==> src/rtl/return_address_stack.sv <==
// Call/return stack for the PIC-class core: registered entry array, circular or
// saturating full/empty handling, simultaneous push/pop and sticky error flags.
module return_address_stack #(
  parameter  int WIDTH = 13,
  parameter  int DEPTH = 8,
  parameter  int WRAP  = 1,
  localparam int CW    = $clog2(DEPTH + 1)
) (
  input  logic             clk,
  input  logic             reset,
  input  logic             push_enable,
  input  logic [WIDTH-1:0] push_value,
  input  logic             pop_enable,
  input  logic             clear_flags,
  output logic [WIDTH-1:0] top_value,
  output logic [CW-1:0]    count,
  output logic             empty,
  output logic             full,
  output logic             overflow,
  output logic             underflow
);

  localparam int              PW       = $clog2(DEPTH);
  localparam logic [PW-1:0]   LAST_IDX = PW'(DEPTH - 1);
  localparam logic [CW-1:0]   FULL_CNT = CW'(DEPTH);

  logic [PW-1:0]    sp_reg, sp_next;
  logic [PW-1:0]    sp_inc, sp_dec;
  logic [PW-1:0]    wr_idx;
  logic             wr_en;
  logic [CW-1:0]    count_reg, count_next;
  logic             overflow_reg, overflow_next;
  logic             underflow_reg, underflow_next;
  logic             of_set, uf_set;
  logic             is_empty, is_full;
  logic [WIDTH-1:0] mem_rd [DEPTH];

  // Explicit compare-and-wrap keeps non-power-of-two depths correct.
  assign sp_inc   = (sp_reg == LAST_IDX) ? '0 : sp_reg + 1'b1;
  assign sp_dec   = (sp_reg == '0) ? LAST_IDX : sp_reg - 1'b1;
  assign is_empty = (count_reg == '0);
  assign is_full  = (count_reg == FULL_CNT);

  always_comb begin
    sp_next    = sp_reg;
    count_next = count_reg;
    wr_en      = 1'b0;
    wr_idx     = sp_reg;
    of_set     = 1'b0;
    uf_set     = 1'b0;
    unique case ({push_enable, pop_enable})
      2'b10: begin
        if (!is_full) begin
          wr_en      = 1'b1;
          sp_next    = sp_inc;
          count_next = count_reg + 1'b1;
        end else begin
          of_set = 1'b1;
          if (WRAP != 0) begin
            wr_en   = 1'b1;
            sp_next = sp_inc;
          end
        end
      end
      2'b01: begin
        if (!is_empty) begin
          sp_next    = sp_dec;
          count_next = count_reg - 1'b1;
        end else begin
          uf_set = 1'b1;
          if (WRAP != 0) sp_next = sp_dec;
        end
      end
      2'b11: begin
        if (!is_empty) begin
          // Replace-top: the entry being returned through is overwritten in place.
          wr_en  = 1'b1;
          wr_idx = sp_dec;
        end else begin
          uf_set     = 1'b1;
          wr_en      = 1'b1;
          sp_next    = sp_inc;
          count_next = count_reg + 1'b1;
        end
      end
      default: ;
    endcase
    overflow_next  = of_set | (overflow_reg  & ~clear_flags);
    underflow_next = uf_set | (underflow_reg & ~clear_flags);
  end

  always_ff @(posedge clk) begin
    if (reset) begin
      sp_reg        <= '0;
      count_reg     <= '0;
      overflow_reg  <= 1'b0;
      underflow_reg <= 1'b0;
    end else begin
      sp_reg        <= sp_next;
      count_reg     <= count_next;
      overflow_reg  <= overflow_next;
      underflow_reg <= underflow_next;
    end
  end

  genvar gi;
  generate
    for (gi = 0; gi < DEPTH; gi++) begin : g_entry
      logic [WIDTH-1:0] entry_reg;
      always_ff @(posedge clk) begin
        if (reset) begin
          entry_reg <= '0;
        end else if (wr_en && (wr_idx == PW'(gi))) begin
          entry_reg <= push_value;
        end
      end
      assign mem_rd[gi] = entry_reg;
    end
  endgenerate

  assign top_value = mem_rd[sp_dec];
  assign count     = count_reg;
  assign empty     = is_empty;
  assign full      = is_full;
  assign overflow  = overflow_reg;
  assign underflow = underflow_reg;

endmodule
==> config.mk <==
export PLATFORM = sky130hd
export DESIGN_NAME = return_address_stack
export DESIGN_NICKNAME = d
export VERILOG_FILES = /design/src/rtl/return_address_stack.sv
export SDC_FILE = /design/constraint.sdc
export NUM_CORES = 1
export LEC_CHECK = 0
export BUFFER_PORTS_ARGS = -buffer_cell sky130_fd_sc_hd__buf_2
export CORE_UTILIZATION = 50
export CTS_BUF_LIST = sky130_fd_sc_hd__clkbuf_4 sky130_fd_sc_hd__clkbuf_8 sky130_fd_sc_hd__clkbuf_16
export CTS_CLUSTER_SIZE = 10
export DETAILED_ROUTE_END_ITERATION = 12
export GPL_TIMING_DRIVEN = 0
export HOLD_SLACK_MARGIN = 0.02
export PLACE_DENSITY_LB_ADDON = 0.12
export RECOVER_POWER = 50
export SLEW_MARGIN = 20
export SYNTH_ARGS = -nofsm -noshare
export SYNTH_HDL_FRONTEND = slang
export SYNTH_SLANG_ARGS = --single-unit
==> constraint.sdc <==
create_clock -name clk -period 6.65 [get_ports clk]
set_clock_uncertainty 0.2 [all_clocks]
set_input_delay 0.665 -clock clk [delete_from_list [all_inputs] [get_ports clk]]
set_output_delay 0.665 -clock clk [all_outputs]
set_load 0.05 [all_outputs]
==> results_dict.tcl <==
set metrics [dict create \
    status "finished, final reports clean" \
    cts_sinks 113 \
    nNetsFinal 599 \
    dp_cells 698 \
    n_antenna_cell 0 \
    vias_per_cell 5.50 \
    cts_buffer_depth 2 \
    synthCells 518 \
    slowest_delay_ns 0.72 \
    dr.pass1.iters 4 \
    htree_levels 4 \
    core_area_mm2 0.0114 \
    cts_root_buf "clkbuf_16" \
    syn_to_final_growth_pct 15.0 \
    cap_viol_max_count 0 \
    clk_pin_slew_worst_paths_ns 0.06 \
    ant_nets 0 \
    ys_warn_count 0 \
    synth_compound_gate_area_share_pct 7.05 \
    synth.top_cell.area_share_pct 38.8 \
    synthesis.nets 543 \
    synthAdderAreaFrac_pct 1.63 \
    synth_edf_count 0 \
    required_ns 5.78 \
    ys_types 49 \
    vias 4015 \
    fin_area_mm2 0.00670 \
    postCtsSetupRepairBufs 0 \
    holdBufCountCts 0 \
    peakVddDrop_v 0.000232 \
    multi_input_area_mm2 0.00320 \
    rsz0062_at_grt "false" \
    drcViolationCount 0 \
    gp_congestion 0.771 \
    dpl_cell_area_mm2 0.00619 \
    synth_common_cells "nand2b_1 (121), dfxtp_1 (113), mux2i_1 (105)" \
    syn_area_per_cell_um2 11.2 \
    ys_async_sr_fraction_pct 0 \
    grt_use_total_pct 26.2 \
    cp.arrival_ns 4.00 \
    final_max_slew_viol_count 0 \
    die_w_um 110 \
    synth-simple-area-share_pct 16.0 \
    routed_wirelength_mm 14.4 \
    grt_max_degree 17 \
    pwr_density_cell_mw_per_mm2 404 \
    synth_xor_area_share_pct 0.150 \
    cpMostUsedCell "clkbuf_1" \
    synthMuxAreaShare_pct 31.2 \
    start_util_pct 51.2 \
    largest_register_ffs 104 \
    drt_iter0_drc 199 \
    netlist_area_mm2 0.00582 \
    post_cts_resized 0 \
    cts_buffers 17 \
    first_global_vias 4140 \
    grt_pass1_wl_mm 22.6 \
    cp-end-kind "primary output" \
    synthTopCellsByArea "dfxtp_1 (39%), mux2i_1 (18%), nand2b_1 (13%)" \
    fillers 983 \
    cp_cell_sequence "inv_1, ha_1, clkbuf_1, clkbuf_1, mux4_2, mux2_2, buf_2" \
    ys.flop_type "dfxtp_1" \
    die_height_um 110 \
    synth.largest_area_cell "dfxtp_1" \
    regArea_mm2 0.00226 \
    setup_viol 0 \
    tightestPinTransition_ns 0.960 \
    reg2reg_slack_ns 3.00 \
    wl_per_cell_um 19.8 \
    synth_most_common_cell "nand2b_1" \
    synth-seq-cells 113 \
    fmax_ghz 0.205 \
    fp-row-count 39 \
    p_leak_nw 3.09 \
    worstSetupPathType "reg -> out" \
    finalWorstPathRequiredPeriod_ns 4.87 \
    synth_top_family_by_area "multiplexers" \
    seq_area_frac_synth_pct 38.8 \
    tns_ns 0 \
    period_share_pct 73.2 \
    timing.slew.headroom_pct 36.0 \
    crit_fanout 10 \
    startpoint_type "flop" \
    cp_slowest_cell "clkbuf_1" \
    ioPinCount 39 \
    dieArea_mm2 0.0121 \
    antenna_found_initial 0 \
    drive_above_1_share_pct 19.9 \
    cts_tree "done" \
    dp_hpwl_mm 9.74 \
    hp-class "reg -> reg" \
    clock_latency_ns 0.42 \
    hold_viol 0 \
    gr-total-overflow 0 \
    portBuffers 37 \
    fin_cells 730 \
]
## cell usage in the layout, fill, tap and decap left out, types with 3 or more instances in the layout
cell        count
a2111oi_4       4
a21o_1          3
a21oi_1         3
a22oi_1         3
a31oi_1         5
and2_1          3
buf_1          14
buf_2          31
buf_4           4
bufinv_16       3
clkbuf_1       36
clkbuf_16      17
clkbuf_8        3
clkinvlp_4      4
dfxtp_1       113
ha_1            6
inv_1           8
mux2_1          3
mux2_2         13
mux2i_1       105
mux4_2         26
nand2_1         3
nand2b_1      121
nor2_1         12
nor2b_1         4
nor3_1          3
o21ai_0         4
## per-layer routing
layer / vias up / share of wire, % / track usage (%)
met3: 21 / 4.4 / 6.16
met5: - / 0 / 0
met4: 0 / 1.7 / 9.33
met2: 90 / 49 / 43.1
met1: 1977 / 45 / 33.5
li1: 1927 / - / -
## final timing paths
check | startpoint | end | depth (start not counted)
worst min register to register | g_entry[2].entry_reg[10] | g_entry[2].entry_reg[10] | 2
worst max-delay path | sp_reg[1] | top_value[11] | 7
worst max register to register | sp_reg[1] | g_entry[1].entry_reg[9] | 7
worst min-delay path | g_entry[2].entry_reg[10] | g_entry[2].entry_reg[10] | 2
## area by class of cell
| cell class | instances | area share [%] |
|---|---|---|
| Tap cell | 143 | 2.67 |
| Buffer | 50 | 3.31 |
| Clock buffer | 20 | 6.97 |
| Inverter | 9 | 0.504 |
| Multi-Input combinational cell | 346 | 47.8 |
| Sequential cell | 113 | 33.8 |
| Timing Repair Buffer | 37 | 2.60 |
| Clock inverter | 12 | 2.34 |
## cell families (layout without fill, tap and decap cells)
group | after synthesis | in the layout
buf+inv | 59 | 128
mux | 147 | 147
compound gates | 36 | 36
simple gates | 155 | 155
xor+xnor | 1 | 1
fa+ha+maj | 7 | 7
flops | 113 | 113
## power breakdown
group	leakage [nW]	switching (mW)	internal (mW)
registers	0.916	0.0669	0.769
clock network	0.295	0.332	0.619
logic	1.88	0.575	0.345
## stage by stage
| step | util [%] | total power, mW | hold slack [ns] | setup WS (ns) |
|---|---|---|---|---|
| 2_1_floorplan | - | 1.57 | 0.249 | 3.17 |
| 3_3_place_gp | 54.4 | 1.78 | 0.258 | 2.38 |
| 3_5_place_dp | 54.4 | 1.80 | 0.264 | 2.35 |
| 4_1_cts | 59.9 | 2.76 | 0.276 | 1.82 |
| 5_1_grt | 58.9 | 2.83 | 0.292 | 1.68 |
| 6_report | 58.9 | 2.71 | 0.276 | 1.78 |
## worst max-delay path: cells and delay by family, from the launching register on
| kind | cells | cell delay, ns |
|---|---|---|
| DFF | 1 | 0.64 |
| adders and majority gates | 1 | 0.47 |
| muxes | 2 | 0.71 |
| buffers and inverters | 4 | 1.75 |
No activity file was read; power rests on OpenSTA's default activity.
